**src/rtl/arr_fill_scheduler.sv**
```systemverilog
// rtl/arr_fill_scheduler.sv - write arbiter for a register array: single writes vs. whole-array fills
// Round-robin between single-entry writes (W) and multi-cycle fills (F), with a registered write strobe.
module arr_fill_scheduler #(
   parameter int DEPTH = 4,
   parameter int WIDTH = 16,
   parameter int STEP  = 0,
   localparam int AW   = $clog2(DEPTH)
) (
   input  logic             clk,
   input  logic             rst_n,
   input  logic             wr_valid,
   output logic             wr_ready,
   input  logic [AW-1:0]    wr_addr,
   input  logic [WIDTH-1:0] wr_data,
   input  logic             fill_valid,
   output logic             fill_ready,
   input  logic [WIDTH-1:0] fill_data,
   input  logic [AW-1:0]    rd_addr,
   output logic [WIDTH-1:0] rd_data,
   output logic             busy,
   output logic             mem_we,
   output logic [AW-1:0]    mem_addr,
   output logic [WIDTH-1:0] mem_wdata
);

   typedef enum logic {IDLE, FILL} state_t;

   state_t           state, state_nxt;
   logic             rr_fill;            // 1: F wins the next tie
   logic [AW-1:0]    idx;
   logic [WIDTH-1:0] base;
   logic [WIDTH-1:0] mem [DEPTH];

   logic             we;
   logic [AW-1:0]    waddr;
   logic [WIDTH-1:0] wdata;
   logic [WIDTH-1:0] step_val;

   assign step_val = WIDTH'(STEP);
   assign rd_data  = mem[rd_addr];

   always_comb begin
      state_nxt  = state;
      wr_ready   = 1'b0;
      fill_ready = 1'b0;
      busy       = 1'b0;
      we         = 1'b0;
      waddr      = idx;
      wdata      = base + WIDTH'(idx) * step_val;
      case (state)
         IDLE: begin
            wr_ready   = wr_valid && (!fill_valid || !rr_fill);
            fill_ready = fill_valid && (!wr_valid || rr_fill);
            if (wr_ready) begin
               we    = 1'b1;
               waddr = wr_addr;
               wdata = wr_data;
            end else if (fill_ready) begin
               we        = 1'b1;
               waddr     = '0;
               wdata     = fill_data;
               state_nxt = FILL;
            end
         end
         FILL: begin
            busy = 1'b1;
            we   = 1'b1;
            if (idx == AW'(DEPTH - 1))
               state_nxt = IDLE;
         end
         default: state_nxt = IDLE;
      endcase
   end

   always_ff @(posedge clk or negedge rst_n) begin
      if (!rst_n) begin
         state   <= IDLE;
         rr_fill <= 1'b0;
         idx     <= '0;
         base    <= '0;
      end else begin
         state <= state_nxt;
         if (wr_ready)
            rr_fill <= 1'b1;
         else if (fill_ready)
            rr_fill <= 1'b0;
         if (fill_ready) begin
            base <= fill_data;
            idx  <= AW'(1);
         end else if (state == FILL) begin
            idx <= idx + 1'b1;
         end
      end
   end

   always_ff @(posedge clk or negedge rst_n) begin
      if (!rst_n) begin
         for (int i = 0; i < DEPTH; i++)
            mem[i] <= '0;
      end else if (we) begin
         mem[waddr] <= wdata;
      end
   end

   // Observability copy: one cycle behind the array write it mirrors.
   always_ff @(posedge clk or negedge rst_n) begin
      if (!rst_n) begin
         mem_we    <= 1'b0;
         mem_addr  <= '0;
         mem_wdata <= '0;
      end else begin
         mem_we <= we;
         if (we) begin
            mem_addr  <= waddr;
            mem_wdata <= wdata;
         end
      end
   end

endmodule

```
**config.mk**
```make
export PLATFORM = sky130hd
export DESIGN_NAME = arr_fill_scheduler
export DESIGN_NICKNAME = d
export VERILOG_FILES = /design/src/rtl/arr_fill_scheduler.sv
export SDC_FILE = /design/constraint.sdc
export NUM_CORES = 1
export LEC_CHECK = 0
export ABC_AREA = 1
export CAP_MARGIN = 20
export CORE_ASPECT_RATIO = 1.5
export CORE_MARGIN = 2
export CORE_UTILIZATION = 60
export CTS_BUF_LIST = sky130_fd_sc_hd__clkbuf_4
export DETAILED_ROUTE_END_ITERATION = 6
export PLACE_DENSITY = 0.92
export RECOVER_POWER = 25
export SLEW_MARGIN = 0
export SYNTH_ARGS = -nofsm -noshare
export SYNTH_HDL_FRONTEND = slang
export SYNTH_SLANG_ARGS = --single-unit
```
**constraint.sdc**
```tcl
create_clock -name clk -period 2.89 [get_ports clk]
set_clock_uncertainty 0.15 [all_clocks]
set_input_delay 0.578 -clock clk [delete_from_list [all_inputs] [get_ports clk]]
set_output_delay 0.578 -clock clk [all_outputs]
set_load 0.02 [all_outputs]
```
---- Word-level counts from Yosys, hierarchy flattened ----
Index checks and enable logic that the tools add are counted.
storage, ports and cells
  output and inout bits ................... 38
  word-level logic and storage cells ...... 54
  register bits ........................... 103
  input port bits ......................... 40
cells by class
  muxes and demuxes ....................... 25
  eq/ne operators ......................... 1
  add/sub/neg operators ................... 1
  reduce and logical (&&, ||, !) cells .... 10
  bitwise gates (word level) .............. 3
  order comparisons ....................... 3
operators with widths
  cell                 count
  $mux 16              6
  $bwmux 64            1
  $bmux 16 s2          1
  $demux 16 s2         1
  $mux 2               5
  $mux 1               9
  $ge 3x3->1 const B   2
  $not 2->3            2
  $pmux 1 s2           2
  $reduce_bool 2->1    2
  $logic_and 1x1->1    3
  $logic_not 1->1      3
  $lt 3x1->1 const B   1
  $add 2x1->2 const B  1
  $eq 2x2->1 const B   1
  $logic_or 1x1->1     2
  $not 1->1            1

---- Longest topological paths before layout ----
  depth after elaboration ................. 12
  gate-level depth with buffers ........... 10
  gate-level depth less buffers ........... 8

---- Least setup slack after synthesis ----
OpenSTA, ideal clock, no wires.
  path type ............................... input to output
  start ................................... input rd_addr[0]
  end ..................................... output rd_data[10]
  buffers on the path ..................... 1
  slack ................................... 0.781 ns
  cell stages on the path ................. 4
  arrival ................................. 1.381 ns
  data required time ...................... 2.162 ns
  cells stage by stage .................... inv_1 clkbuf_1 nor2_1 o22ai_1
between the ends
  word-level cells in the longest chain between the ends .. 4
RTL lines
  what                                        line  text
  from (decl)                                 18    input logic [AW-1:0] rd_addr,
  $not 2->3 (implied by the code)             40    assign rd_data = mem[rd_addr];
  $bmux 16 s2                                 40
  $mux 16 (implied by the code) (2 in a row)  40
  to (decl)                                   19    output logic [WIDTH-1:0] rd_data,
No other way between the ends. The select of a mux whose other input is x is not followed.

---- Worst setup path after layout ----
  start ................................... input fill_valid
  end ..................................... output wr_ready
between the ends
  word-level cells in the longest chain between the ends .. 4
RTL lines
  what               line  text
  from (decl)        15    input logic fill_valid,
  $logic_not 1->1    52    wr_ready = wr_valid && (!fill_valid || !rr_fill);
  $logic_or 1x1->1   52
  $logic_and 1x1->1  52
  $mux 1             50    case (state)
  to (decl)          12    output logic wr_ready,
No other way between the ends.

==> impl_metrics.env <==
export IMPL_drtIter0Drc=553
export IMPL_fin_nets=753
export IMPL_rsz0062_at_grt="false"
export IMPL_max_clock_path_buffers=2
export IMPL_drive_above_1_share_pct=10.49
export IMPL_syn2layout_area_growth_pct=19.18
export IMPL_post_route_period_util_pct=96.95
export IMPL_clkTransAtPathRegs_ps=130
export IMPL_async_flop_share_pct=100.0
export IMPL_ir_worst_vdd_uv=742.5
export IMPL_cts_root_buf="clkbuf_4"
export IMPL_synth_edf_count=0
export IMPL_via_count=4655
export IMPL_grt_overflow_total=0
export IMPL_grt_pass1_vias=4637
export IMPL_dr_pass1_iters=7
export IMPL_ys_seq_elements=103
export IMPL_syn_inst=634
export IMPL_leakage_uw=0.003088
export IMPL_htree_levels=3
export IMPL_ys_types=27
export IMPL_synth_ff_type="dfrtp_1"
export IMPL_die_w_um=79.62
export IMPL_setup_viol=0
export IMPL_ioPinCount=78
export IMPL_worstSetupEndpointType="output port"
export IMPL_startpoint_type="input pin"
export IMPL_totalWireLength_um=12700
export IMPL_cts_sink_count=103
export IMPL_fill_cells=608
export IMPL_max_freq_ghz=0.3569
export IMPL_drc=4
export IMPL_clk_latency_ps=450
export IMPL_fin_cells=823
export IMPL_critPathRequiredTime_ps=2160
export IMPL_synth_area_per_cell_um2=8.117
export IMPL_register_area_um2=2579
export IMPL_wl_per_cell_um=15.43
export IMPL_dp_cells=807
export IMPL_die_y_um=117.4
export IMPL_track_usage_pct=29.04
export IMPL_rows=41
export IMPL_port_buffers=77
export IMPL_grt_max_degree=46
export IMPL_finalHoldViolCount=0
export IMPL_yosys_area_top_type_share_pct=50.09
export IMPL_powerDensity_nw_per_um2=1111
export IMPL_coreArea_um2=8362
export IMPL_utilization_pct=73.35
export IMPL_slew_headroom_pct=22.87
export IMPL_synth_area_um2=5146
export IMPL_synth_most_common_cell="nand2_1"
export IMPL_status="finished, violations left"
export IMPL_ys_top_cells_by_count="246 x nand2_1, 103 x dfrtp_1, 73 x nor2_1"
export IMPL_die_area_um2=9349
export IMPL_fin_area_um2=6133
export IMPL_tns_ps=0
export IMPL_yosysTopAreaCell="dfrtp_1"
export IMPL_post_dp_hpwl_um=8998
export IMPL_grt_pass1_wl_um=21270
export IMPL_place_area_um2=6046
export IMPL_hold_path_class="reg -> reg"
export IMPL_maxCapViolCount=0
export IMPL_multi_input_area_um2=2235
export IMPL_violations="DRC"
export IMPL_crit_type="in -> out"
export IMPL_ant_nets=0
export IMPL_numCtsBuffers=9
export IMPL_yosys_top_cells_area="dfrtp_1 50%, nand2_1 18%, nor2_1 5.3%"
export IMPL_ys_seq_area_share_pct=50.09
export IMPL_grt_antenna_before_repair=1
export IMPL_synth_nets=675
export IMPL_cts_tree="yes"
export IMPL_vias_per_cell=5.656
export IMPL_globalplace_congestion=0.8497
export IMPL_place_ws_ps=-109.2
export IMPL_yosysWarningCount=0
export IMPL_cp_arrival_ps=2070
export IMPL_layout_setup_ws_ps=88.10
export IMPL_drv_slew=0
export IMPL_fin_crit_ps=2802
export IMPL_floorplan_initialDensity_pct=61.54
export IMPL_cp_max_fo=3
export IMPL_tightest_slew_ps=1157
[cells by family after synthesis]
family                     after synthesis  synth area share [%]
DFF                                    103                 50.09
and+or+nand+nor                        399                 35.08
adders and majority gates                1                0.2431
buffers and inverters                   59                 6.492
AOI/OAI and AO/OA                       72                 8.096
[path summary, 6_finish.rpt]
check / depth (start not counted) / to / start / slack, ps
min in group asynchronous: 2 / base[8]$_DFFE_PN0P_ / rst_n / 710
max reg2reg: 7 / mem[10]$_DFFE_PN0P_ / state$_DFF_PN0_ / 810
min: 2 / mem[30]$_DFFE_PN0P_ / mem[30]$_DFFE_PN0P_ / 330
max: 5 / wr_ready / fill_valid / 90
min reg2reg: 2 / mem[30]$_DFFE_PN0P_ / mem[30]$_DFFE_PN0P_ / 330
max in group asynchronous: 3 / mem_wdata[12]$_DFFE_PN0P_ / rst_n / 990
[repair_timing]
item                                   4_1_cts  5_1_grt
hold buffers                                 1        0
buffers inserted                             0        0
endpoints found under the hold margin       43        0
setup endpoints to repair                   16        1
resized for setup                           16        1
[state kept, by name, indices dropped and copies added, names as in the netlist]
name,count
state,1
mem_addr,2
mem_wdata,16
rr_fill,1
idx,2
base,16
mem_we,1
mem,64
[metrics by stage]
stage | hold slack (ps) | power [uW]
after floorplan | 132.4 | 5047
after global routing | 354.0 | 7305
after CTS | 335.0 | 6792
final | 333.1 | 6814
after global placement | 298.1 | 6038
after detailed placement | 303.8 | 6232
[area by class of cell]
| class | instances | share of cell area (%) |
|---|---|---|
| antenna | 1 | 0.04080 |
| clock buffer | 12 | 1.469 |
| clock inverter | 2 | 0.1632 |
| inverter | 25 | 1.571 |
| multi-input combinational | 472 | 36.43 |
| sequential | 103 | 42.04 |
| tap | 107 | 2.183 |
| timing repair buffer | 101 | 16.10 |
[metal layers]
metal	part of all wire, %	vias up	track usage (%)
li1	-	2166	-
met1	37	2200	36.07
met2	52	239	47.90
met3	7.6	50	5.385
met4	3.7	0	14.55
met5	0	-	0
[where the power goes]
part           total (uW)  switching [uW]  internal [uW]
clock network         630             435            196
logic                3570            2280           1290
registers            2620             432           2180
total                6810            3140           3670
[layout by cell type (no fill, tap or decap), types with 2 or more instances in the layout]
cell type,n
nand2_1,246
dfrtp_1,102
nor2_1,73
clkdlybuf4s50_1,59
nand3_1,48
o21ai_0,34
inv_1,23
o22ai_1,17
buf_4,17
a21oi_1,16
dlygate4sd2_1,16
nor2_4,14
clkbuf_4,12
nand2_4,6
nor2_2,5
buf_12,5
nand3_4,3
o21ai_4,2
nand4_4,2
clkinv_2,2
dlygate4sd3_1,2
[worst max-delay path, stage by stage]
cell and delay, ps:
dlygate4sd3_1 640, nand2_4 90, nand2_1 70, nor2_1 90
clkdlybuf4s50_1 610
Power figures use the tool's default switching activity.
